[config.mk]
export PLATFORM = sky130hd
export DESIGN_NAME = mem_arbiter
export DESIGN_NICKNAME = d
export VERILOG_FILES = /design/src/rtl/mem_arbiter.sv
export SDC_FILE = /design/constraint.sdc
export NUM_CORES = 1
export LEC_CHECK = 0
export ABC_AREA = 1
export ABC_CLOCK_PERIOD_IN_PS = 5160
export CAP_MARGIN = 20
export CORE_AREA = 2 2 96 98
export CTS_CLUSTER_SIZE = 24
export DETAILED_ROUTE_END_ITERATION = 6
export DIE_AREA = 0 0 98 100
export PLACE_DENSITY = 0.85
export SLEW_MARGIN = 10
export SYNTH_ARGS = -nofsm -noshare
export SYNTH_HDL_FRONTEND = slang
export SYNTH_SLANG_ARGS = --single-unit
[constraint.sdc]
create_clock -name clock -period 5.16 [get_ports clock]
set_input_delay 1.29 -clock clock [delete_from_list [all_inputs] [get_ports clock]]
set_output_delay 1.29 -clock clock [all_outputs]
set_load 0.03 [all_outputs]
[src/rtl/mem_arbiter.sv]
// -----------------------------------------------------------------------------
// mem_arbiter
//
// Purpose:
//   Round-robin arbiter and access sequencer that shares one single-port
//   Memory (combinational read, clocked write, tri-state data bus) among NREQ
//   requesters. Each granted access drives the Memory's re/we/addr and the
//   write BusDriver enable for exactly one cycle. Read data is captured into a
//   shared register and flagged to the winner with a one-cycle rvalid pulse.
//   A requester holding lock can keep the grant for up to MAX_BURST
//   back-to-back accesses, one per cycle.
//
// Ports:
//   clock         system clock, all state updates on posedge
//   reset_L       asynchronous active-low reset
//   req           level request per requester
//   lock          requester asks to keep the grant for its next access
//   we_req        1 = write, 0 = read, per requester
//   addr_req      flattened addresses, requester i at [i*AW +: AW]
//   wdata_req     flattened write data, requester i at [i*DW +: DW]
//   gnt           one-hot, high during the ACCESS cycle serving requester i
//   rvalid        one-hot single-cycle pulse, read data ready for requester i
//   rdata         registered read data shared by all requesters
//   mem_re        Memory read enable
//   mem_we        Memory write enable
//   mem_addr      Memory address
//   mem_wdata     data to the write BusDriver
//   mem_drive_en  write BusDriver enable
//   mem_rdata     Memory data bus as seen through the BusDriver buffer
//   busy          high whenever an access is in progress
// -----------------------------------------------------------------------------
module mem_arbiter #(
  parameter int NREQ      = 4,
  parameter int DW        = 16,
  parameter int AW        = 8,
  parameter int MAX_BURST = 4
) (
  input  logic               clock,
  input  logic               reset_L,
  input  logic [NREQ-1:0]    req,
  input  logic [NREQ-1:0]    lock,
  input  logic [NREQ-1:0]    we_req,
  input  logic [NREQ*AW-1:0] addr_req,
  input  logic [NREQ*DW-1:0] wdata_req,
  output logic [NREQ-1:0]    gnt,
  output logic [NREQ-1:0]    rvalid,
  output logic [DW-1:0]      rdata,
  output logic               mem_re,
  output logic               mem_we,
  output logic [AW-1:0]      mem_addr,
  output logic [DW-1:0]      mem_wdata,
  output logic               mem_drive_en,
  input  logic [DW-1:0]      mem_rdata,
  output logic               busy
);

  localparam int IDW = (NREQ > 1) ? $clog2(NREQ) : 1;
  localparam int BCW = (MAX_BURST > 1) ? $clog2(MAX_BURST) : 1;

  localparam logic [0:0] ST_IDLE   = 1'b0;
  localparam logic [0:0] ST_ACCESS = 1'b1;

  logic [0:0]      state_q,     state_d;
  logic [IDW-1:0]  ptr_q,       ptr_d;
  logic [BCW-1:0]  burst_cnt_q, burst_cnt_d;
  logic [IDW-1:0]  id_q,        id_d;
  logic            we_q,        we_d;
  logic [AW-1:0]   addr_q,      addr_d;
  logic [DW-1:0]   wdata_q,     wdata_d;
  logic [NREQ-1:0] rvalid_q,    rvalid_d;
  logic [DW-1:0]   rdata_q,     rdata_d;

  logic            win_found;
  logic [IDW-1:0]  win_id;
  logic            cont_burst;

  // Round-robin search: the first requesting index starting at ptr and
  // wrapping modulo NREQ. ptr always points one past the last owner, so the
  // previous owner ends up with the lowest priority.
  always_comb begin
    int cand;
    win_found = 1'b0;
    win_id    = '0;
    cand      = 0;
    for (int k = 0; k < NREQ; k++) begin
      cand = int'(ptr_q) + k;
      if (cand >= NREQ) begin
        cand = cand - NREQ;
      end
      if (!win_found && req[IDW'(cand)]) begin
        win_found = 1'b1;
        win_id    = IDW'(cand);
      end
    end
  end

  // The owner keeps the grant only while it still locks and requests, and
  // only until the burst reaches MAX_BURST accesses in total.
  always_comb begin
    cont_burst = lock[id_q] & req[id_q] &
                 (int'(burst_cnt_q) < (MAX_BURST - 1));
  end

  // Next-state logic. Each ACCESS cycle completes one memory operation at the
  // edge that ends it; a read is captured here and flagged for one cycle.
  always_comb begin
    state_d     = state_q;
    ptr_d       = ptr_q;
    burst_cnt_d = burst_cnt_q;
    id_d        = id_q;
    we_d        = we_q;
    addr_d      = addr_q;
    wdata_d     = wdata_q;
    rvalid_d    = '0;
    rdata_d     = rdata_q;

    case (state_q)
      ST_IDLE: begin
        if (win_found) begin
          state_d     = ST_ACCESS;
          id_d        = win_id;
          we_d        = we_req[win_id];
          addr_d      = addr_req[win_id*AW +: AW];
          wdata_d     = wdata_req[win_id*DW +: DW];
          burst_cnt_d = '0;
        end
      end

      ST_ACCESS: begin
        if (!we_q) begin
          rdata_d        = mem_rdata;
          rvalid_d[id_q] = 1'b1;
        end
        if (cont_burst) begin
          // Owner's operands are re-sampled so it may change address and
          // direction on every beat of the burst.
          we_d        = we_req[id_q];
          addr_d      = addr_req[id_q*AW +: AW];
          wdata_d     = wdata_req[id_q*DW +: DW];
          burst_cnt_d = burst_cnt_q + 1'b1;
        end else begin
          state_d = ST_IDLE;
          if (int'(id_q) == NREQ - 1) begin
            ptr_d = '0;
          end else begin
            ptr_d = id_q + 1'b1;
          end
        end
      end

      default: begin
        state_d = ST_IDLE;
      end
    endcase
  end

  // State registers; reset returns every output source to zero at once.
  always_ff @(posedge clock or negedge reset_L) begin
    if (!reset_L) begin
      state_q     <= ST_IDLE;
      ptr_q       <= '0;
      burst_cnt_q <= '0;
      id_q        <= '0;
      we_q        <= 1'b0;
      addr_q      <= '0;
      wdata_q     <= '0;
      rvalid_q    <= '0;
      rdata_q     <= '0;
    end else begin
      state_q     <= state_d;
      ptr_q       <= ptr_d;
      burst_cnt_q <= burst_cnt_d;
      id_q        <= id_d;
      we_q        <= we_d;
      addr_q      <= addr_d;
      wdata_q     <= wdata_d;
      rvalid_q    <= rvalid_d;
      rdata_q     <= rdata_d;
    end
  end

  // Memory-side drive is decoded purely from registered state, so the
  // enables are glitch-free and all drop together when reset clears state.
  // A read never enables the write BusDriver, keeping the bus uncontended.
  always_comb begin
    gnt          = '0;
    busy         = 1'b0;
    mem_re       = 1'b0;
    mem_we       = 1'b0;
    mem_addr     = '0;
    mem_wdata    = '0;
    mem_drive_en = 1'b0;
    if (state_q == ST_ACCESS) begin
      gnt[id_q] = 1'b1;
      busy      = 1'b1;
      mem_addr  = addr_q;
      if (we_q) begin
        mem_we       = 1'b1;
        mem_drive_en = 1'b1;
        mem_wdata    = wdata_q;
      end else begin
        mem_re = 1'b1;
      end
    end
  end

  assign rvalid = rvalid_q;
  assign rdata  = rdata_q;

endmodule

==> out/qor.yml <==
grt:
  grt_use_total: 0.2361
  overflow: 0
  grt_pass1_wl_um: 19290
  grt_pass1_vias: 4160
  antenna_found_initial: 0
  grt_max_degree: 53
routing:
  via_per_inst: 4.946
  drt_iter0_markers: 286
  drc: 0
  drt-wirelength-per-cell_um: 13.06
  wl_um: 11720
  ant_nets: 0
  drtPass1Iterations: 5
  num_vias: 4437
clocking:
  clk_pin_slew_worst_paths_ns: 0.10
  insertion_delay_ns: 0.30
  postCtsHoldBufs: 0
  cts_setup_buffers: 0
  cts_buffers: 5
  htreeDepth: 2
  cts.repair.resized: 0
  numClockSinks: 52
  clock_path_buffers: 2
  clockRootBuffer: "clkbuf_8"
  cts_tree: "done"
yosys:
  synth-simple-area-share: 0.4804
  synth_top_family_by_area: "simple AND/OR/NAND/NOR gates"
  synth_area_sq_um: 3894
  synthArstFlopShare: 1.000
  synth.most_common_cell: "nand2_1"
  synth_xor_xnor_area_share: 0
  yosys.cell_types.count: 28
  synth_commonest_cells: "nand2_1, nand3_1, inv_1, dfrtp_1, nor2_1"
  synth_warnings: 0
  syn_nets: 766
  synthCells: 635
  synth_edf_count: 0
  synth_mux_area_frac: 0
  yosys.area.top_type: "dfrtp_1"
  synth_flop_cell: "dfrtp_1"
  synthAdderAreaFrac: 0.01607
  ys_ff_latch: 52
  yosysSeqAreaShare: 0.3342
  synth_area_leaders: "dfrtp_1, nand2_1, nand3_1"
  postSynthAreaPerCell_sq_um: 6.132
  yosysTopAreaCellShare: 0.3342
  synth-compound-area-share: 0.01864
final_layout:
  final_layout_size_suffix_gt1_frac: 0.04198
  fillers: 798
  area_growth_pct: 46.85
  fin_nets: 916
  final_area_sq_um: 5718
  antenna_cells: 0
  utilization: 0.6432
timing:
  relSlewSlack: 0.3967
  finalWorstSetupSlack_ns: 1.141
  rsz0062_at_grt: "no"
  hold_viol_final: 0
  drv_slew: 0
  tightest_slew_ns: 0.9018
  period_share: 0.7789
  tns_ns: 0
  finalClockSkew_ns: 0.009032
  timing.fmax_ghz: 0.2488
  min_period_ns: 4.019
  setup_viol: 0
run:
  cap_violations: 0
setup_path:
  path_cells: "nand2_1 -> nor2_1 -> clkdlybuf4s50_1"
  cp_data_arrival_time_ns: 2.73
  critPathMaxFanout: 20
  startpoint_type: "register"
  worst_ep_required_time_ns: 3.87
  critical_path_class: "reg -> out"
  critPathTopFamily: "simple AND/OR/NAND/NOR gates"
  critPathMaxStageDelay_ns: 0.83
  end_kind: "primary output"
  cpMaxStageDelayCell: "dfrtp_1"
  worstPathBufferInverterCount: 1
die:
  dieHeight_um: 100
  io_pins: 178
  initial_utilization: 0.4380
  die_w_um: 98
  placementRows: 35
  design.core.area_sq_um: 8890
  dieArea_sq_um: 9800
power_and_ir_drop:
  p_per_area_nw_per_um2: 676.2
  combPwrFrac: 0.722
  total_power_mw: 3.866
  p_leak_nw: 3.139
  p_switching_mw: 2.126
  power.internal_mw: 1.740
  ir_worst_vdd_mv: 0.2563
  sw_frac_of_total: 0.5498
  p_seq_frac: 0.203
  clockPowerShare: 0.075
placed_design:
  place_congestion: 0.8561
  placed_area_sq_um: 5597
  pre_cts_slack_ns: 1.308
  portBuffers: 177
  post-dp-hpwl_um: 8677
run_status:
  outcome: "completed"
hold_path:
  hold_class: "reg -> reg"
-- stage by stage --
step                      cells  hold WS (ns)
final                       897        0.4753
after global routing        897        0.5049
after CTS                   897        0.4800
after detailed placement    889        0.4590
after global placement      889        0.4553
after floorplan             635        0.4488
-- power by group through the flow --
stage	Combinational, mW	Sequential [mW]	Clock, mW
5_1_grt	3.12	0.812	0.313
4_1_cts	2.80	0.780	0.300
6_report	2.79	0.784	0.291
3_5_place_dp	2.80	0.787	0
3_3_place_gp	2.75	0.780	0
2_1_floorplan	2.01	0.864	0
-- path summary, 6_finish.rpt --
| kind | startpoint | slack (ns) | endpoint | depth (start not counted) |
|---|---|---|---|---|
| max | state_q | 1.14 | mem_wdata[9] | 3 |
| min | rdata[7] | 0.48 | rdata[7] | 2 |
| max reg2reg | state_q | 2.30 | we_q | 8 |
| min reg2reg | rdata[7] | 0.48 | rdata[7] | 2 |
| max in group asynchronous | reset_L | 3.62 | rdata[7] | 2 |
| min in group asynchronous | reset_L | 1.08 | ptr_q[1] | 2 |
-- logic make-up after synthesis --
logic type | after synthesis
buffers and inverters | 133
and+or+nand+nor | 433
AOI/OAI and AO/OA | 12
adders and majority gates | 5
DFF | 52
-- cell usage in the layout, fill, tap and decap left out, drive strengths merged --
master	n
o31ai	2
nand3	137
or2	1
dfrtp	52
inv	96
ha	5
o22ai	1
nor2	30
clkinv	2
a22o	1
bufinv	1
buf	3
clkdlybuf4s50	176
nand2	263
a21oi	2
o21ai	5
clkbuf	6
nand3b	1
o21bai	1
nand4	1
-- sequential cells by signal (all words and copies together), names as in the netlist --
signal / count
rdata: 16
wdata_q: 16
addr_q: 8
rvalid: 4
burst_cnt_q: 2
id_q: 2
ptr_q: 2
state_q: 1
we_q: 1
-- layout make-up --
class / instances / area (sq um) / share of cell area
Clock buffer: 6 / 82.58 / 0.01444
Sequential cell: 52 / 1301 / 0.2276
Multi-Input combinational cell: 450 / 2011 / 0.3516
Timing Repair Buffer: 179 / 1782 / 0.3116
Tap cell: 111 / 138.9 / 0.02429
Inverter: 97 / 364.1 / 0.06368
Clock inverter: 2 / 38.79 / 0.006783
-- worst reg2reg max path: stages (launching register included) --
cell and delay [ns]:
dfrtp_1 0.83, clkinv_1 0.45, nand2_1 0.18, inv_2 0.08, nor2_4 0.49, inv_2 0.35
or2_0 0.29, nand2_1 0.07, inv_1 0.03
-- metal layers --
| layer | GRT usage | part of all wire | vias up |
|---|---|---|---|
| li1 | - | - | 2241 |
| met1 | 0.3074 | 0.42 | 1987 |
| met2 | 0.4078 | 0.48 | 190 |
| met3 | 0.04387 | 0.075 | 19 |
| met4 | 0.05983 | 0.020 | 0 |
| met5 | 0 | 0 | - |
(Power assumes the default switching activity.)
